[src/rtl/dsp_ctrl_pkg.sv]
// Shared types and constants for the decode/DSP sequencing controller.
package dsp_ctrl_pkg;

  localparam int DSP_TIMEOUT_DEF = 64;
  localparam int DSP_OP_W        = 2;

  typedef enum logic [1:0] {
    IDLE    = 2'd0,
    LAUNCH  = 2'd1,
    WAIT    = 2'd2,
    RELEASE = 2'd3
  } dsp_state_t;

  localparam logic [DSP_OP_W-1:0] DSP_OP_MUL  = 2'd0;
  localparam logic [DSP_OP_W-1:0] DSP_OP_MAC  = 2'd1;
  localparam logic [DSP_OP_W-1:0] DSP_OP_DIV  = 2'd2;
  localparam logic [DSP_OP_W-1:0] DSP_OP_SQRT = 2'd3;

endpackage

[src/rtl/load_use_detect.sv]
// Flags an ID instruction that reads the destination of a load currently in EX.
module load_use_detect (
  input  logic [4:0] i_id_rs1,
  input  logic [4:0] i_id_rs2,
  input  logic [4:0] i_ex_WriteReg,
  input  logic       i_ex_MemRead,
  output logic       o_load_use
);

  // x0 is never a real producer, so a load targeting it cannot create a hazard.
  assign o_load_use = i_ex_MemRead & (i_ex_WriteReg != 5'd0) &
                      ((i_ex_WriteReg == i_id_rs1) | (i_ex_WriteReg == i_id_rs2));

endmodule

[src/rtl/dsp_hazard_ctrl.sv]
// Decode-stage sequencing: load-use stall, multi-cycle DSP launch/hold/release,
// and branch-taken flush of IF/ID.
module dsp_hazard_ctrl
  import dsp_ctrl_pkg::*;
#(
  parameter int DSP_TIMEOUT = DSP_TIMEOUT_DEF,
  parameter int CNT_W       = 7,
  parameter int OP_W        = DSP_OP_W
) (
  input  logic            i_clk,
  input  logic            i_reset,
  input  logic [4:0]      i_id_rs1,
  input  logic [4:0]      i_id_rs2,
  input  logic            i_id_start_dsp,
  input  logic [OP_W-1:0] i_id_op_dsp,
  input  logic            i_ex_MemRead,
  input  logic [4:0]      i_ex_WriteReg,
  input  logic            i_branch_taken,
  input  logic            i_dsp_done,
  output logic            o_stall,
  output logic            o_bubble,
  output logic            o_flush,
  output logic            o_dsp_start,
  output logic [OP_W-1:0] o_dsp_op,
  output logic            o_dsp_busy,
  output logic            o_dsp_timeout
);

  localparam logic [CNT_W-1:0] CNT_LAST = CNT_W'(DSP_TIMEOUT - 1);

  dsp_state_t      r_state;
  logic [CNT_W-1:0] r_cnt;
  logic [OP_W-1:0]  r_op;
  logic             r_timeout;

  logic w_load_use;
  logic w_stall;
  logic w_bubble;
  logic w_flush;
  logic w_start;
  logic w_busy;

  load_use_detect u_load_use_detect (
    .i_id_rs1      (i_id_rs1),
    .i_id_rs2      (i_id_rs2),
    .i_ex_WriteReg (i_ex_WriteReg),
    .i_ex_MemRead  (i_ex_MemRead),
    .o_load_use    (w_load_use)
  );

  // Sequencing FSM, wait counter, latched opcode and sticky timeout flag.
  always_ff @(posedge i_clk or negedge i_reset) begin
    if (!i_reset) begin
      r_state   <= IDLE;
      r_cnt     <= '0;
      r_op      <= '0;
      r_timeout <= 1'b0;
    end else begin
      case (r_state)
        IDLE: begin
          if (i_branch_taken) begin
            r_state <= IDLE;
          end else if (w_load_use) begin
            r_state <= IDLE;
          end else if (i_id_start_dsp) begin
            r_op    <= i_id_op_dsp;
            r_state <= LAUNCH;
          end else begin
            r_state <= IDLE;
          end
        end
        LAUNCH: begin
          r_cnt   <= '0;
          r_state <= i_dsp_done ? RELEASE : WAIT;
        end
        WAIT: begin
          r_cnt <= r_cnt + CNT_W'(1);
          // A done arriving on the last allowed cycle beats the timeout.
          if (i_dsp_done) begin
            r_state <= RELEASE;
          end else if (r_cnt == CNT_LAST) begin
            r_timeout <= 1'b1;
            r_state   <= RELEASE;
          end else begin
            r_state <= WAIT;
          end
        end
        RELEASE: r_state <= IDLE;
        default: r_state <= IDLE;
      endcase
    end
  end

  // Pipeline control decode from the current state and ID/EX inputs.
  always_comb begin
    w_stall  = 1'b0;
    w_bubble = 1'b0;
    w_flush  = 1'b0;
    w_start  = 1'b0;
    w_busy   = 1'b0;
    case (r_state)
      IDLE: begin
        if (i_branch_taken) begin
          w_flush  = 1'b1;
          w_bubble = 1'b1;
        end else if (w_load_use || i_id_start_dsp) begin
          w_stall  = 1'b1;
          w_bubble = 1'b1;
        end else begin
          w_stall  = 1'b0;
        end
      end
      LAUNCH: begin
        w_start  = 1'b1;
        w_stall  = 1'b1;
        w_bubble = 1'b1;
        w_busy   = 1'b1;
      end
      WAIT: begin
        w_stall  = 1'b1;
        w_bubble = 1'b1;
        w_busy   = 1'b1;
      end
      RELEASE: begin
        if (i_branch_taken) begin
          w_flush  = 1'b1;
          w_bubble = 1'b1;
        end else begin
          w_flush  = 1'b0;
        end
      end
      default: begin
        w_stall  = 1'b0;
      end
    endcase
  end

  // Combinational controls are forced low while reset is held.
  assign o_stall       = w_stall  & i_reset;
  assign o_bubble      = w_bubble & i_reset;
  assign o_flush       = w_flush  & i_reset;
  assign o_dsp_start   = w_start  & i_reset;
  assign o_dsp_busy    = w_busy   & i_reset;
  assign o_dsp_op      = r_op;
  assign o_dsp_timeout = r_timeout;

endmodule

[config.mk]
export PLATFORM = sky130hd
export DESIGN_NAME = dsp_hazard_ctrl
export DESIGN_NICKNAME = d
export VERILOG_FILES = /design/src/rtl/dsp_ctrl_pkg.sv /design/src/rtl/load_use_detect.sv /design/src/rtl/dsp_hazard_ctrl.sv
export SDC_FILE = /design/constraint.sdc
export NUM_CORES = 1
export LEC_CHECK = 0
export ABC_AREA = 1
export CELL_PAD_IN_SITES_DETAIL_PLACEMENT = 1
export CELL_PAD_IN_SITES_GLOBAL_PLACEMENT = 2
export CORE_MARGIN = 2
export CORE_UTILIZATION = 33
export CTS_BUF_LIST = sky130_fd_sc_hd__clkbuf_4
export CTS_CLUSTER_SIZE = 30
export DETAILED_ROUTE_END_ITERATION = 7
export DONT_BUFFER_PORTS = 1
export PLACE_DENSITY = 0.88
export SETUP_SLACK_MARGIN = 0.5
export SLEW_MARGIN = 20
export SYNTH_ARGS = -nofsm -noshare
export SYNTH_HDL_FRONTEND = slang
export SYNTH_SLANG_ARGS = --single-unit
[constraint.sdc]
create_clock -name i_clk -period 1.75 [get_ports i_clk]
set_clock_uncertainty 0.1 [all_clocks]
set_input_delay 0.2625 -clock i_clk [delete_from_list [all_inputs] [get_ports i_clk]]
set_output_delay 0.2625 -clock i_clk [all_outputs]
set_load 0.1 [all_outputs]
==> results of run 1 <==
==> flip-flops by register name (all words and copies together), names as in the netlist <==
register       count
o_dsp_op           2
o_dsp_timeout      1
r_cnt              7
r_state            2
==> power breakdown <==
part / switching (mW) / internal (mW)
Combinational: 0.974 / 0.713
Clock: 0.101 / 0.104
Sequential: 0.258 / 0.367
Total: 1.33 / 1.18
==> cell type report <==
type,instances,area [sq um],area share (%)
Clock buffer,4,30.0,2.13
Inverter,30,124,8.78
Multi-Input combinational cell,94,662,46.9
Sequential cell,12,313,22.2
Tap cell,30,37.5,2.66
Timing Repair Buffer,23,244,17.3
==> routing by layer <==
| metal | GRT usage [%] | vias to the layer above |
|---|---|---|
| met5 | 0 | - |
| met3 | 3.92 | 15 |
| met1 | 18.5 | 465 |
| li1 | - | 468 |
| met2 | 35.6 | 41 |
| met4 | 12.9 | 0 |
==> cells by family (layout without fill, tap and decap cells) <==
logic type	after synthesis	in the layout
buffers and inverters	31	57
adder cells (fa/ha/maj)	6	6
AND/OR/NAND/NOR	69	69
flip-flops	12	12
XOR/XNOR	2	2
AO/OA/AOI/OAI	17	17
==> worst max-delay path, cell delays in order (launching register included) <==
cell	delay [ns]
dfrtp_1	0.43
inv_2	0.08
ha_4	0.26
buf_4	0.14
buf_4	0.13
nor2_4	0.09
buf_12	0.18
==> cell usage in the layout, fill, tap and decap left out <==
cell and instances:
nand4_1 2, o21a_1 1, nand3_4 2, o21ai_2 2, ha_2 2, nor3b_2 2
or2_4 1, o21ai_0 1, o21bai_1 1, clkbuf_4 4, nor2_1 7, dlygate4sd3_1 2
dfrtp_1 8, inv_1 20, dfrtp_2 1, buf_6 1, buf_12 5, nand3_2 4
clkinvlp_4 3, nand2_4 1, nor3_4 1, a21oi_2 6, nand3_1 2, buf_4 15
a21oi_1 2, ha_1 2, o21ai_1 3, dfrtp_4 3, inv_2 7, xnor2_1 2
nor2_4 3, nand2_1 36, nor3_2 1, ha_4 2, nand2_2 5, a21oi_4 1
nor2_2 2
==> how the worst min path moves through the flow <==
stage,from,slack (ns),endpoint,cells past startpoint
6_report,i_id_op_dsp[0],0.0009,o_dsp_op[0]$_DFFE_PN0P_,2
5_1_grt,i_id_op_dsp[0],0.008,o_dsp_op[0]$_DFFE_PN0P_,2
4_1_cts,i_id_op_dsp[0],0.02,o_dsp_op[0]$_DFFE_PN0P_,2
3_5_place_dp,i_reset,-0.13,r_state[0]$_DFF_PN0_,0
3_3_place_gp,i_reset,-0.13,r_state[1]$_DFF_PN0_,0
2_1_floorplan,i_reset,-0.13,o_dsp_op[0]$_DFFE_PN0P_,0
==> timing repair <==
action                     CTS  global route
buffers inserted            11             4
gates resized for setup     26             9
hold buffers                 2             0
pin swaps                    9             6
hold endpoints to repair    13             0
setup endpoints to repair   19            19
==> flow_summary.json, run 1 <==
{
  "relSlewSlack_pct": 60.5,
  "synth.top_cell.area_share_pct": 33.2,
  "worst_setup_path_start_kind": "flip-flop",
  "status": "finished with violations",
  "synth-edff-count": 0,
  "synth_largest_area_cell": "dfrtp_1",
  "globalplace.congestion": 0.729,
  "die_width_microns": 56.3,
  "areaGrowthSynthToFinish_pct": 56.1,
  "met3RoutedLength_microns": 140,
  "fillers": 307,
  "synth_top_family_by_area": "simple AND/OR/NAND/NOR gates",
  "post-dp-hpwl_microns": 1780,
  "critPathRequiredTime_ns": 1.39,
  "core_region_sq_mm": 0.00254,
  "vertical_die_dimension_microns": 56.3,
  "cts_tree": "built",
  "vdd.ir_drop.worst_uv": 1360,
  "xor_xnor_share_of_the_synthesized_area_pct": 1.94,
  "pin_count": 31,
  "post_synthesis_instance_area_sq_um": 903,
  "cts.sink_count": 12,
  "critical_path.max_fanout": 4,
  "ant_nets": 0,
  "max_freq_mhz": 511,
  "pwr_density_cell_mw_per_mm2": 1780,
  "grt_start_max_net_pins": 13,
  "dominant_synthesized_flop_cell": "dfrtp_1",
  "highest_signal_layer_in_the_routed_design": "met4",
  "placement_row_count": 18,
  "timing_hold_violations_final": 0,
  "max_slew.worst_pin.slew_ns": 0.591,
  "drcViolationCount": 0,
  "yosys.area_share.simple_pct": 33.1,
  "worstHoldPathType": "input pin to flip-flop",
  "detail_route.wirelength_microns": 2980,
  "post-route-util_pct": 55.4,
  "synth_cell_types": 22,
  "min_period_over_period_pct": 112,
  "synth-warning-count": 0,
  "synthCells": 137,
  "fin_hold_ws_ns": 0.000916,
  "syn-num-nets": 166,
  "final_antenna_diode_count": 0,
  "synth.ff_latch_count": 12,
  "regToRegEndpoint": "r_cnt[5]$_DFFE_PN0N_",
  "route.met2.wl_microns": 1610,
  "worst_slack_ns": -0.206,
  "final_period_minus_worst_setup_slack_ns": 1.96,
  "clk_path_buf_depth": 2,
  "reg2reg_setup_slack_ns": -0.04,
  "initial_core_util_pct": 35.5,
  "cp_data_arrival_time_ns": 1.59,
  "setup_repair_after_global_routing_missed_its_margin": "yes",
  "drt-wirelength-per-cell_microns": 15.4,
  "globalRouteOverflowTotal": 0,
  "timing.setup.critical_path_class": "flip-flop to output pin",
  "detail_route.first_pass.iterations": 4,
  "post_synth.cell_area_avg_sq_um": 6.59,
  "drt_iter0_markers": 26,
  "drv_slew": 0,
  "cellLeakagePower_nw": 0.685,
  "yosysMostFrequentCell": "nand2_1",
  "layout.cells.non_filler": 193,
  "critical_path.endpoint_type": "output pin",
  "cts_buffers": 3,
  "post_synth_mux_area_share_pct": 0,
  "cts_root_buffer": "clkbuf_4",
  "cts.clk_slew.worst_paths_ns": 0.08,
  "totalNegativeSetupSlack_ns": -0.818,
  "yosysSeqAreaShare_pct": 33.2,
  "grt_pass1_wl_microns": 4710,
  "grt_antenna_before_repair": 0,
  "violated_checks": "negative setup slack",
  "synth.top_cells.by_area": "dfrtp_1 33%, nand2_1 17%, inv_1 11%",
  "route.vias.total": 989,
  "synth_adder_area_share_pct": 8.31,
  "htreeDepth": 1,
  "dpl-instance-area_sq_mm": 0.00111,
  "timing.final.setup_violations": 6,
  "r2r.worst_path.cells": 9,
  "nets": 193,
  "post-layout-total-power_mw": 2.52,
  "layout.cell_area.non_filler_sq_mm": 0.00141,
  "pre_cts_ws_ns": 0.0604,
  "postSynth.asyncResetShare_pct": 100,
  "routed_via_density": 5.12,
  "timing.critical_path.from": "r_state[1]$_DFF_PN0_",
  "die_area_sq_mm": 0.00317,
  "reg2reg_from": "r_state[1]$_DFF_PN0_",
  "first_global_vias": 1105,
  "clk_latency_ns": 0.28,
  "netlist_top_cells_count": "41 x nand2_1, 26 x inv_1, 12 x dfrtp_1, 12 x nor2_1, 8 x a21oi_1",
  "placedCellCount": 172,
  "cap_viol_max_count": 0,
  "grt_usage_pct": 19.1,
  "post_route_cells_drive_above_1_share_pct": 45.4,
  "wirelength_met1_microns": 1080,
  "io_buffers": 0,
  "worst_setup_path_endpoint": "o_flush",
  "synthesized_area_fraction_occupied_by_ao_oa_aoi_and_oai_cells_pct": 10.4
}
Power figures use the tool's default switching activity.
==> run 2, diff against run 1 <==
--- a/config.mk
+++ b/config.mk
@@ -8,6 +8,7 @@
 export ABC_AREA = 1
 export CELL_PAD_IN_SITES_DETAIL_PLACEMENT = 1
 export CELL_PAD_IN_SITES_GLOBAL_PLACEMENT = 2
+export CORE_ASPECT_RATIO = 2
 export CORE_MARGIN = 2
 export CORE_UTILIZATION = 33
 export CTS_BUF_LIST = sky130_fd_sc_hd__clkbuf_4
@@ -15,6 +16,7 @@
 export DETAILED_ROUTE_END_ITERATION = 7
 export DONT_BUFFER_PORTS = 1
 export PLACE_DENSITY = 0.88
+export REMOVE_ABC_BUFFERS = 1
 export SETUP_SLACK_MARGIN = 0.5
 export SLEW_MARGIN = 20
 export SYNTH_ARGS = -nofsm -noshare
==> flow_summary.json, run 2 (synthesized netlist as in run 1, its figures left out) <==
{
  "clockPowerShare_pct": 6.4,
  "cts_root_buffer": "clkbuf_4",
  "placedCellCount": 176,
  "fillers": 310,
  "p_sw_mw": 1.51,
  "most_common_cell_after_layout_fill_and_taps_aside": "nand2_1",
  "violated_checks": "negative setup slack",
  "nets": 203,
  "cp_data_arrival_time_ns": 1.60,
  "grt_antenna_before_repair": 0,
  "detail_route.first_pass.iterations": 3,
  "die_width_microns": 41.0,
  "areaGrowthSynthToFinish_pct": 75.9,
  "max_slew.worst_pin.slew_ns": 0.608,
  "clk_latency_ns": 0.29,
  "timing.setup.critical_path_class": "flip-flop to output pin",
  "placement_row_count": 26,
  "routed_via_density": 5.12,
  "worst_hold_path.endpoint": "o_dsp_op[1]$_DFFE_PN0P_",
  "ant_nets": 0,
  "regToRegEndpoint": "r_cnt[5]$_DFFE_PN0N_",
  "path_cells": "inv_2 -> ha_4 -> inv_4 -> nor2_4 -> nand2_2 -> a21oi_4 -> buf_12",
  "cts.sink_count": 12,
  "min_period_over_period_pct": 112,
  "cell_depth_of_the_worst_min_delay_path": 2,
  "r2r.worst_path.cells": 9,
  "clk_path_buf_depth": 2,
  "first_global_vias": 1210,
  "die_area_sq_mm": 0.00320,
  "globalRouteOverflowTotal": 0,
  "worstHoldPathType": "input pin to flip-flop",
  "pwr_density_cell_mw_per_mm2": 1880,
  "reg2reg_from": "r_state[0]$_DFF_PN0_",
  "final_antenna_diode_count": 0,
  "grt_usage_pct": 24.0,
  "drt-wirelength-per-cell_microns": 17.2,
  "internal_power_mw": 1.48,
  "core_region_sq_mm": 0.00257,
  "power_frac_comb_pct": 78.9,
  "cap_viol_max_count": 0,
  "globalplace.congestion": 0.740,
  "drt_iter0_markers": 25,
  "share_of_power_burned_in_registers_pct": 14.7,
  "grt_pass1_wl_microns": 5240,
  "detail_route.wirelength_microns": 3440,
  "layout.cells.non_filler": 200,
  "initial_core_util_pct": 35.2,
  "worst_setup_path_start_kind": "flip-flop",
  "relSlewSlack_pct": 59.3,
  "post-route-util_pct": 61.8,
  "post-dp-hpwl_microns": 2060,
  "route.vias.total": 1023,
  "timing.final.setup_violations": 5,
  "reg2reg_setup_slack_ns": 0.02,
  "launch_instance_of_the_worst_min_delay_path": "i_id_op_dsp[1]",
  "drv_slew": 0,
  "setup_repair_after_global_routing_missed_its_margin": "yes",
  "critPathRequiredTime_ns": 1.39,
  "cts_buffers": 3,
  "switching_share_pct": 50.6,
  "pre_cts_ws_ns": -0.0732,
  "worst_slack_ns": -0.211,
  "registers.top_by_ff_count": "r_cnt",
  "vdd.ir_drop.worst_uv": 1340,
  "htreeDepth": 1,
  "drcViolationCount": 0,
  "critical_path.max_fanout": 3,
  "grt_start_max_net_pins": 13,
  "cts_tree": "built",
  "post_route_cells_drive_above_1_share_pct": 50.0,
  "timing_hold_violations_final": 0,
  "vertical_die_dimension_microns": 78.0,
  "critical-path-max-stage-delay_ns": 0.44,
  "largest_register_ffs": 7,
  "post-layout-total-power_mw": 2.99,
  "final_period_minus_worst_setup_slack_ns": 1.96,
  "max_freq_mhz": 510,
  "fin_hold_ws_ns": 0.0135,
  "io_buffers": 0,
  "cts.clk_slew.worst_paths_ns": 0.08,
  "cellLeakagePower_nw": 0.800,
  "pin_count": 31,
  "status": "finished with violations",
  "critical_path.endpoint_type": "output pin",
  "layout.cells.most_common_list": "32 x nand2_1, 19 x inv_1, 12 x dfrtp_1, 12 x buf_6, 11 x buf_4",
  "critical_path.slowest_cell": "dfrtp_1"
}
## run 2: cell types whose count changed in the layout (fill, tap and decap cells not counted), moves of 3 or more
cell        previous run  this run
dfrtp_4                3         0
nand2_4                1         4
buf_6                  1        12
nand2_1               36        32
dfrtp_1                8        12
buf_4                 15        11
clkinvlp_4             3         0
## run 2: area by class of cell
class | instances | area, sq um | share of cell area, %
multi-input cells | 94 | 721 | 45.4
repair buffers | 33 | 393 | 24.7
flip-flops and latches | 12 | 300 | 18.9
inverters | 30 | 118 | 7.40
well taps | 28 | 35.0 | 2.20
clock buffers | 3 | 22.5 | 1.42
## run 2: power by group through the flow
stage               clock network, mW  registers (mW)  logic (mW)
global route                    0.209           0.448        2.47
finish                          0.192           0.439        2.36
detailed placement                  0           0.419        1.33
global placement                    0           0.409        1.29
CTS                             0.186           0.424        1.85
floorplan                           0           0.574       0.696
## run 2: stage by stage
stage,instance area [sq um],setup TNS (ns)
CTS,1420,-0.444
global placement,1090,0
detailed placement,1090,-0.148
finish,1590,-0.722
global route,1590,-1.07
floorplan,898,-1.74
## run 2: how the worst max path moves through the flow
stage	slack, ns	startpoint	depth (start not counted)	end
2_1_floorplan	-0.77	r_state[0]$_DFF_PN0_	3	o_flush
4_1_cts	-0.18	r_state[1]$_DFF_PN0_	7	o_stall
5_1_grt	-0.27	r_state[0]$_DFF_PN0_	7	o_bubble
3_3_place_gp	0.04	r_state[0]$_DFF_PN0_	7	o_bubble
3_5_place_dp	-0.07	r_state[0]$_DFF_PN0_	7	r_cnt[5]$_DFFE_PN0N_
6_report	-0.21	r_state[0]$_DFF_PN0_	7	o_stall
## run 2: per-layer routing
layer	up-vias	global-route usage [%]	wire length (microns)
li1	488	-	-
met1	481	18.3	1020
met2	39	45.0	2120
met3	15	3.71	141
met4	0	17.0	163
met5	-	0	0
## run 2: timing repair
| action | CTS | global route |
|---|---|---|
| pin swaps | 16 | 12 |
| hold buffers | 2 | 0 |
| setup buffers | 12 | 7 |
| endpoints found under the hold margin | 13 | 0 |
| setup endpoints to repair | 19 | 19 |
| resized for setup | 54 | 30 |
## run 2: critical path, delay by kind of cell, from the launching register on
kind | cells | cell delay [ns]
buffers and inverters | 3 | 0.33
DFF | 1 | 0.44
AOI/OAI and AO/OA | 1 | 0.17
and+or+nand+nor | 2 | 0.21
adders and majority gates | 1 | 0.15
